### config.mk
export PLATFORM = sky130hd
export DESIGN_NAME = axi_burst_read_ram
export DESIGN_NICKNAME = d
export VERILOG_FILES = /design/src/rtl/axi_pkg.sv /design/src/rtl/axi_burst_addr_gen.sv /design/src/rtl/axi_burst_read_ram.sv
export SDC_FILE = /design/constraint.sdc
export NUM_CORES = 2
export LEC_CHECK = 0
export ABC_AREA = 1
export BUFFER_PORTS_ARGS = -buffer_cell sky130_fd_sc_hd__buf_2
export CAP_MARGIN = 30
export CORE_UTILIZATION = 55
export DETAILED_ROUTE_END_ITERATION = 12
export PLACE_DENSITY = 0.8
export SYNTH_ARGS = -nofsm -noshare
export SYNTH_HDL_FRONTEND = slang
export SYNTH_SLANG_ARGS = --single-unit
### constraint.sdc
create_clock -name aclk -period 17.4 [get_ports aclk]
set_input_delay 3.48 -clock aclk [delete_from_list [all_inputs] [get_ports aclk]]
set_output_delay 3.48 -clock aclk [all_outputs]
set_load 0.05 [all_outputs]
### src/rtl/axi_pkg.sv
// Shared constants, engine state encoding and helpers for the AXI burst read RAM.
package axi_pkg;

   localparam logic [1:0] BURST_FIXED = 2'd0;
   localparam logic [1:0] BURST_INCR  = 2'd1;
   localparam logic [1:0] BURST_WRAP  = 2'd2;
   localparam logic [1:0] BURST_RSVD  = 2'd3;

   localparam logic [1:0] RESP_OKAY   = 2'd0;
   localparam logic [1:0] RESP_SLVERR = 2'd2;

   typedef enum logic [1:0] {
      IDLE,
      LOAD,
      ACTIVE
   } engine_state_t;

   function automatic int clog2(input int value);
      int r;
      r = 0;
      while ((1 << r) < value) r++;
      return r;
   endfunction

endpackage

### src/rtl/axi_burst_addr_gen.sv
// Combinational beat address, active byte-lane window and legality check for one burst beat.
module axi_burst_addr_gen
   import axi_pkg::*;
#(
   parameter int ADDRESS_WIDTH = 8,
   parameter int STROBE_WIDTH  = 4,
   parameter int LANE_WIDTH    = 2
) (
   input  logic [ADDRESS_WIDTH-1:0] start_addr,
   input  logic [7:0]               len,
   input  logic [2:0]               size,
   input  logic [1:0]               burst,
   input  logic [7:0]               beat,
   output logic [ADDRESS_WIDTH-1:0] next_addr,
   output logic [LANE_WIDTH-1:0]    lower,
   output logic [LANE_WIDTH-1:0]    upper,
   output logic                     err
);

   // Wide enough that beat*bytes and the wrap span never overflow before truncation.
   localparam int CW         = ADDRESS_WIDTH + 16;
   localparam int LOG_STROBE = clog2(STROBE_WIDTH);

   logic [CW-1:0] bytes, span, aligned, base, step, addr_w, beat_aligned;

   always_comb begin
      bytes   = CW'(1) << size;
      span    = bytes * (CW'(len) + CW'(1));
      aligned = CW'(start_addr) & ~(bytes - CW'(1));
      base    = CW'(start_addr) & ~(span - CW'(1));
      step    = CW'(beat) * bytes;
      addr_w  = CW'(start_addr);
      if (beat != 8'd0) begin
         case (burst)
            BURST_INCR: addr_w = aligned + step;
            BURST_WRAP: addr_w = base + ((aligned - base + step) & (span - CW'(1)));
            default:    addr_w = CW'(start_addr);
         endcase
      end
      beat_aligned = addr_w & ~(bytes - CW'(1));
      next_addr    = addr_w[ADDRESS_WIDTH-1:0];
      lower        = LANE_WIDTH'(addr_w & CW'(STROBE_WIDTH - 1));
      upper        = LANE_WIDTH'((beat_aligned & CW'(STROBE_WIDTH - 1)) + bytes - CW'(1));
      err          = (burst == BURST_RSVD) || (int'(size) > LOG_STROBE) ||
                     ((burst == BURST_WRAP) && !(len inside {8'd1, 8'd3, 8'd7, 8'd15}));
   end

endmodule

### src/rtl/axi_burst_read_ram.sv
// AXI4 read-only slave over a byte RAM: queued AR requests, FIXED/INCR/WRAP bursts, SLVERR, backdoor preload.
module axi_burst_read_ram
   import axi_pkg::*;
#(
   parameter int DATA_WIDTH    = 32,
   parameter int ADDRESS_WIDTH = 8,
   parameter int AR_FIFO_DEPTH = 2,
   parameter int STROBE_WIDTH  = DATA_WIDTH / 8
) (
   input  logic                     aclk,
   input  logic                     areset,
   input  logic [ADDRESS_WIDTH-1:0] araddr,
   input  logic [7:0]               arlen,
   input  logic [2:0]               arsize,
   input  logic [1:0]               arburst,
   input  logic                     arvalid,
   output logic                     arready,
   output logic [DATA_WIDTH-1:0]    rdata,
   output logic [1:0]               rresp,
   output logic                     rlast,
   output logic                     rvalid,
   input  logic                     rready,
   input  logic                     init_we,
   input  logic [ADDRESS_WIDTH-1:0] init_addr,
   input  logic [7:0]               init_data
);

   localparam int LW   = (clog2(STROBE_WIDTH) > 0) ? clog2(STROBE_WIDTH) : 1;
   localparam int IW   = (clog2(AR_FIFO_DEPTH) > 0) ? clog2(AR_FIFO_DEPTH) : 1;
   localparam int CNTW = clog2(AR_FIFO_DEPTH + 1);

   logic [7:0]               ram [2**ADDRESS_WIDTH];

   logic [ADDRESS_WIDTH-1:0] fifo_addr  [AR_FIFO_DEPTH];
   logic [7:0]               fifo_len   [AR_FIFO_DEPTH];
   logic [2:0]               fifo_size  [AR_FIFO_DEPTH];
   logic [1:0]               fifo_burst [AR_FIFO_DEPTH];
   logic [IW-1:0]            wr_ptr, rd_ptr;
   logic [CNTW-1:0]          count;
   logic                     fifo_full, fifo_empty, push, pop;

   engine_state_t            state;
   logic [ADDRESS_WIDTH-1:0] cur_addr;
   logic [7:0]               cur_len, beat;
   logic [2:0]               cur_size;
   logic [1:0]               cur_burst;

   logic [ADDRESS_WIDTH-1:0] beat_addr;
   logic [LW-1:0]            lower, upper;
   logic                     burst_err, load_beat;
   logic [DATA_WIDTH-1:0]    beat_data;

   assign fifo_full  = (count == CNTW'(AR_FIFO_DEPTH));
   assign fifo_empty = (count == '0);
   assign arready    = !fifo_full && !areset;
   assign push       = arvalid && arready;
   assign pop        = (state == IDLE) && !fifo_empty;
   assign load_beat  = (state == LOAD) || ((state == ACTIVE) && rready && !rlast);

   // Contents deliberately survive reset so a preloaded image stays valid across test runs.
   always_ff @(posedge aclk) begin
      if (init_we) ram[init_addr] <= init_data;
   end

   always_ff @(posedge aclk) begin
      if (areset) begin
         wr_ptr <= '0;
         rd_ptr <= '0;
         count  <= '0;
      end else begin
         if (push) begin
            fifo_addr[wr_ptr]  <= araddr;
            fifo_len[wr_ptr]   <= arlen;
            fifo_size[wr_ptr]  <= arsize;
            fifo_burst[wr_ptr] <= arburst;
            wr_ptr <= (wr_ptr == IW'(AR_FIFO_DEPTH - 1)) ? '0 : wr_ptr + IW'(1);
         end
         if (pop) rd_ptr <= (rd_ptr == IW'(AR_FIFO_DEPTH - 1)) ? '0 : rd_ptr + IW'(1);
         case ({push, pop})
            2'b10:   count <= count + CNTW'(1);
            2'b01:   count <= count - CNTW'(1);
            default: count <= count;
         endcase
      end
   end

   axi_burst_addr_gen #(
      .ADDRESS_WIDTH (ADDRESS_WIDTH),
      .STROBE_WIDTH  (STROBE_WIDTH),
      .LANE_WIDTH    (LW)
   ) u_addr_gen (
      .start_addr (cur_addr),
      .len        (cur_len),
      .size       (cur_size),
      .burst      (cur_burst),
      .beat       (beat),
      .next_addr  (beat_addr),
      .lower      (lower),
      .upper      (upper),
      .err        (burst_err)
   );

   always_comb begin
      beat_data = '0;
      for (int i = 0; i < STROBE_WIDTH; i++) begin
         if ((i >= int'(lower)) && (i <= int'(upper)))
            beat_data[8*i +: 8] = ram[beat_addr - ADDRESS_WIDTH'(lower) + ADDRESS_WIDTH'(i)];
      end
   end

   // The next beat is loaded on the same edge that accepts the current one, so beats are gapless.
   always_ff @(posedge aclk) begin
      if (areset) begin
         state     <= IDLE;
         rvalid    <= 1'b0;
         rlast     <= 1'b0;
         rdata     <= '0;
         rresp     <= RESP_OKAY;
         beat      <= '0;
         cur_addr  <= '0;
         cur_len   <= '0;
         cur_size  <= '0;
         cur_burst <= '0;
      end else begin
         if (load_beat) begin
            rdata  <= burst_err ? '0 : beat_data;
            rresp  <= burst_err ? RESP_SLVERR : RESP_OKAY;
            rlast  <= (beat == cur_len);
            rvalid <= 1'b1;
            beat   <= beat + 8'd1;
         end
         case (state)
            IDLE: begin
               if (!fifo_empty) begin
                  cur_addr  <= fifo_addr[rd_ptr];
                  cur_len   <= fifo_len[rd_ptr];
                  cur_size  <= fifo_size[rd_ptr];
                  cur_burst <= fifo_burst[rd_ptr];
                  beat      <= '0;
                  state     <= LOAD;
               end
            end
            LOAD: state <= ACTIVE;
            ACTIVE: begin
               if (rready && rlast) begin
                  rvalid <= 1'b0;
                  rlast  <= 1'b0;
                  state  <= IDLE;
               end
            end
            default: state <= IDLE;
         endcase
      end
   end

endmodule

After elaboration in Yosys (flattened, before gate mapping). Memory sizes are Yosys's and may differ from the RTL's. A register that Yosys moved wholly into a read port is not among the register bits. Index checks and enable logic that the tools add are counted.

$add $sub $neg: 18. Multiply operators: 2. Magnitude comparators: 7. Equality and inequality tests: 15. Shift-type cells: 1. Multiplexer cells: 28. Bitwise gates (word level): 7. Reduce and logical (&&, ||, !) cells: 24.

Operators with widths (count): $mux 8 (8); $mux 32 (1); $add 8x8->8 (3); $and 8x8->8 (3); $mul 24x9->8 (1); $mul 8x24->8 (1); $shl 1x3->24 const A (1); $add 8x1->8 const B (2); $add 8x2->8 const B (2); $not 8->8 (2); $pmux 8 s2 (1); $sub 8x1->8 const B (2); $mux 1 (13); $eq 2x2->1 const B (5); $add 8x1->9 const B (1); $logic_and 1x1->1 (9); $eq 8x1->1 const B (1); $eq 8x2->1 const B (1); $eq 8x3->1 const B (1); $eq 8x4->1 const B (1); $eq 8x8->1 (1); $reduce_bool 8->1 (1); $sub 8x2->8 (1); $sub 8x8->8 (1); 23 further kinds (39).

Flip-flop bits (word level): 50. Bits in writable memories: 2090. Bits of input ports: 42. Output and inout port bits: 37. Word-level logic and storage cells: 116. Memories kept: 5.

Memory list: ram (depth 256, bits a word 8, rd ports 4, clocked after memory_dff 0, write ports 1, line axi_burst_read_ram.sv:32) `logic [7:0] ram [2**ADDRESS_WIDTH];`; fifo_addr (depth 2, bits a word 8, rd ports 1, clocked after memory_dff 1, write ports 1, line axi_burst_read_ram.sv:34) `logic [ADDRESS_WIDTH-1:0] fifo_addr [AR_FIFO_DEPTH];`; fifo_len (depth 2, bits a word 8, rd ports 1, clocked after memory_dff 1, write ports 1, line axi_burst_read_ram.sv:35) `logic [7:0] fifo_len [AR_FIFO_DEPTH];`; fifo_size (depth 2, bits a word 3, rd ports 1, clocked after memory_dff 1, write ports 1, line axi_burst_read_ram.sv:36) `logic [2:0] fifo_size [AR_FIFO_DEPTH];`; fifo_burst (depth 2, bits a word 2, rd ports 1, clocked after memory_dff 1, write ports 1, line axi_burst_read_ram.sv:37) `logic [1:0] fifo_burst [AR_FIFO_DEPTH];`.

Depth between registers and ports, before layout.
Depth in word-level cells: 18. Depth in mapped cells: 39. Gate-level depth less buffers: 36.

Modules after synthesis. Synthesis repeated with hierarchy kept, for this count alone.

Cell total of the unflattened synthesis: 19323. Area total of the unflattened synthesis: 138245.1 sq um.

Modules (own cells, without submodules): axi_burst_read_ram (times used 1, cells an instance 18707, area an instance 134415.2 sq um, sequential area each 64161.5 sq um); axi_burst_addr_gen (times used 1, cells an instance 616, area an instance 3829.9 sq um, sequential area each 0.0 sq um).

Worst setup path after synthesis. No wires, ideal clock.

Kind: input -> output. Start point: input areset. End point: output arready. Arrival: 4.469 ns. Required time: 13.920 ns. Path slack: 9.451 ns. Stages: 2. Buffers on the path: 1. Cells stage by stage: clkbuf_1 a21oi_1.

Cells in the longest elaborated chain, start to end: 2.

Ends and longest elaborated chain: start: declaration (line axi_burst_read_ram.sv:11) `input logic areset,`; $logic_not 1->1 (line axi_burst_read_ram.sv:55) `assign arready = !fifo_full && !areset;`; $logic_and 1x1->1 (line axi_burst_read_ram.sv:55); end: declaration (line axi_burst_read_ram.sv:17) `output logic arready,`.

Every way passes these cells.

Final worst setup path.
Start point: register cur_size[2] (read register of fifo_size). End point: register rdata[21].

Cells in the longest elaborated chain, start to end: 18. Elaborated cells between the ends (all ways): 30. Classes of those cells: add/sub (10); mul (2); order compare (3); shift (1); mux (4); bitwise (6); reduce/logical (3); memory (1).

Ends and longest elaborated chain: start: declaration (line axi_burst_read_ram.sv:45) `logic [2:0] cur_size;`; branches (longest 17 deep; another with $mul 24x9->8); $mux 32 * (line axi_burst_read_ram.sv:126) `rdata <= burst_err ? '0 : beat_data;`; end signal: assignment (line axi_burst_read_ram.sv:126); end: declaration (line axi_burst_read_ram.sv:18) `output logic [DATA_WIDTH-1:0] rdata,`.

Every way passes the cells marked *. A chain may end at the register's enable or synchronous reset.

==> flow_summary.yaml <==
status:
  status: "completed"
critical_path:
  r2r_slack_ps: 7960
  cp_slowest_cell: "nand2_8"
  cp.arrival_ps: 10140
  worst-setup-path-type: "reg2reg"
  cp_common_cell: "nand2_1"
  start_kind: "flop"
  end_kind: "flop"
  slowest_delay_ps: 960
  worstPathRequired_ps: 18100
  cp_max_fo: 141
clock_network:
  numCtsBuffers: 205
  post-cts-setup-buffers: 0
  insertion_delay_ps: 890
  cts_tree: "yes"
  cts_hold_buffers: 0
  ctsResizeCount: 0
  path_clk_slew_ps: 70
  clock_path_buffers: 3
  h-tree-depth: 4
  root_buffer: "clkbuf_16"
  clock_sinks: 2160
yosys:
  synth_top_family_by_area: "simple AND/OR/NAND/NOR gates"
  synth_mux_area_share_pct: 0.0105
  synth_fa_ha_area_share_pct: 1.50
  yosysWarnings: 0
  synth-simple-area-share_pct: 20.9
  synth-seq-cells: 2160
  syn_inst: 8932
  synth_edf_count: 2090
  synth_ff_type: "edfxtp_1"
  seq_area_frac_synth_pct: 67.4
  ys_types: 49
  synthArstFlopShare_pct: 0
  synth_compound_area_share_pct: 5.11
  syn_area_sq_um: 95200
  postSynthAreaPerCell_sq_um: 10.7
  synth_xor_area_share_pct: 0.212
layout:
  syn_to_final_growth_pct: 8.98
  final_cell_area_sq_um: 104000
  fin_nets: 8862
  drive_gt1_share_pct: 5.85
die:
  std_cell_rows: 152
  die_h_um: 418
  fp.coreArea_sq_um: 172000
  num_io_pins: 79
  die_w_um: 418
  die_area_sq_um: 175000
  initial_utilization_pct: 55.5
detailed_routing:
  wirelength_mm: 265
  drc: 0
  drt_pre_antenna_iters: 7
  drtIter0Drc: 11600
  drt-wirelength-per-cell_um: 23.6
  via_count: 69100
  vias_per_cell: 6.16
  ant_nets: 0
sta:
  finalMaxSlewViolations: 0
  fin_crit_ps: 9440
  finalHoldWorstSlack_ps: 491
  finClkSkew_ps: 82.8
  fmax_mhz: 106
  setup-violations-final: 0
  min_period_over_period_pct: 54.2
  rsz0062_at_grt: "false"
  tightest_slew_ps: 1210
  hold_viol: 0
  slew-limit-headroom_pct: 19.2
  fin_tns_setup_ps: 0
place:
  placed_cell_area_sq_um: 97000
  io_buffers: 77
  dpl.hpwl_mm: 148
  gp_congestion: 0.926
job:
  maxCapViolations: 0
global_route:
  grt-ovfl-total: 0
  grtUsageMet3_pct: 6.31
  use_met1_pct: 37.8
  busiest_layer: "met2"
  first_global_vias: 66300
  grt_start_max_net_pins: 238
  grt_pass1_wl_mm: 395
  grt_util_met2_pct: 46.9
  antenna_found_initial: 18
  track_usage_pct: 29.7
worst_hold_path:
  hp-class: "reg2reg"
power:
  leakage_nw: 38.8
  powerDensity_nw_per_um2: 177
  ir_drop_uv: 225
critical path: cells and delay by family (launching register included):
kind / cells / cell delay, ps
simple gates: 22 / 4370
flops: 1 / 450
buf+inv: 7 / 2420
fa+ha+maj: 6 / 1660
compound gates: 1 / 70
flip-flops by register name, indices dropped and copies added (netlist names):
name        count
fifo_addr      16
fifo_len       16
cur_addr        8
wr_ptr          1
cur_size        3
rresp           1
rd_ptr          1
rlast           1
cur_burst       2
cur_len         8
fifo_size       6
fifo_burst      4
count           2
rvalid          1
state           2
beat            8
ram          2048
rdata          32
worst paths after layout:
check                           cells past startpoint         from         to
worst max register to register                     36  cur_size[2]  rdata[21]
worst min-delay path                                2    rdata[29]  rdata[29]
worst max-delay path                               36  cur_size[2]  rdata[21]
worst min register to register                      2    rdata[29]  rdata[29]
power by group:
part	leakage, nW	internal, mW	switching, mW
combinational	16.2	2.18	5.94
sequential	19.4	5.77	0.103
clock	3.19	2.35	1.99
layout by cell type (no fill, tap or decap), types with 38 or more instances in the layout:
cell          n
nand2_1    2424
edfxtp_1   2090
nand3_1    1206
nor2_1      756
a21oi_1     472
inv_1       452
o21ai_0     376
clkbuf_16   207
nand3b_1    190
dfxtp_1      70
buf_2        69
o21ai_1      63
ha_1         55
buf_4        55
clkbuf_1     47
clkinv_2     44
clkinv_1     38
layout make-up:
| class | count | area (sq um) |
|---|---|---|
| diodes | 10 | 25.0 |
| fillers | 12900 | 67900 |
| clock inverters | 109 | 896 |
| inverters | 464 | 1740 |
| well taps | 2310 | 2890 |
| repair buffers | 181 | 2000 |
| multi-input cells | 5716 | 26500 |
| clock buffers | 271 | 5590 |
| flip-flops and latches | 2160 | 64200 |
kinds of logic (layout without fill, tap and decap cells):
| family | Yosys count | count (layout) |
|---|---|---|
| muxes | 1 | 1 |
| DFF | 2160 | 2160 |
| and+or+nand+nor | 4650 | 4650 |
| AOI/OAI and AO/OA | 948 | 948 |
| buffers and inverters | 1057 | 1025 |
| other | 1 | 12 |
| xor gates and xnor gates | 23 | 23 |
| adders and majority gates | 92 | 92 |
cells in the mapped netlist, types with 55 or more instances:
library cell  number  share of area (%)
ha_1              55               0.72
edfxtp_1        2090                 66
nand2_1         2426                9.6
dfxtp_1           70                1.5
o21ai_1           64               0.34
o21ai_0          376                2.0
buf_4             59               0.47
clkbuf_1         130               0.51
inv_1            452                1.8
a21oi_1          474                2.5
buf_2            374                2.0
nand3b_1         190                1.5
nor2_1           759                3.0
nand3_1         1206                6.3
metal layers:
layer,wire [um],up-vias
li1,-,30300
met1,92400,32700
met2,123000,5226
met3,32600,864
met4,16800,6
met5,39,-
through the flow:
stage | util (%) | std cells | setup WS, ps | power (mW)
2_1_floorplan | - | 8933 | 9450 | 11.4
3_3_place_gp | 56.1 | 10800 | 8160 | 13.6
3_5_place_dp | 56.5 | 10800 | 8090 | 13.7
4_1_cts | 60.3 | 11200 | 8030 | 18.1
5_1_grt | 60.4 | 11200 | 7460 | 19.1
6_report | 60.4 | 11200 | 7960 | 18.3
Power figures use the tool's default switching activity.
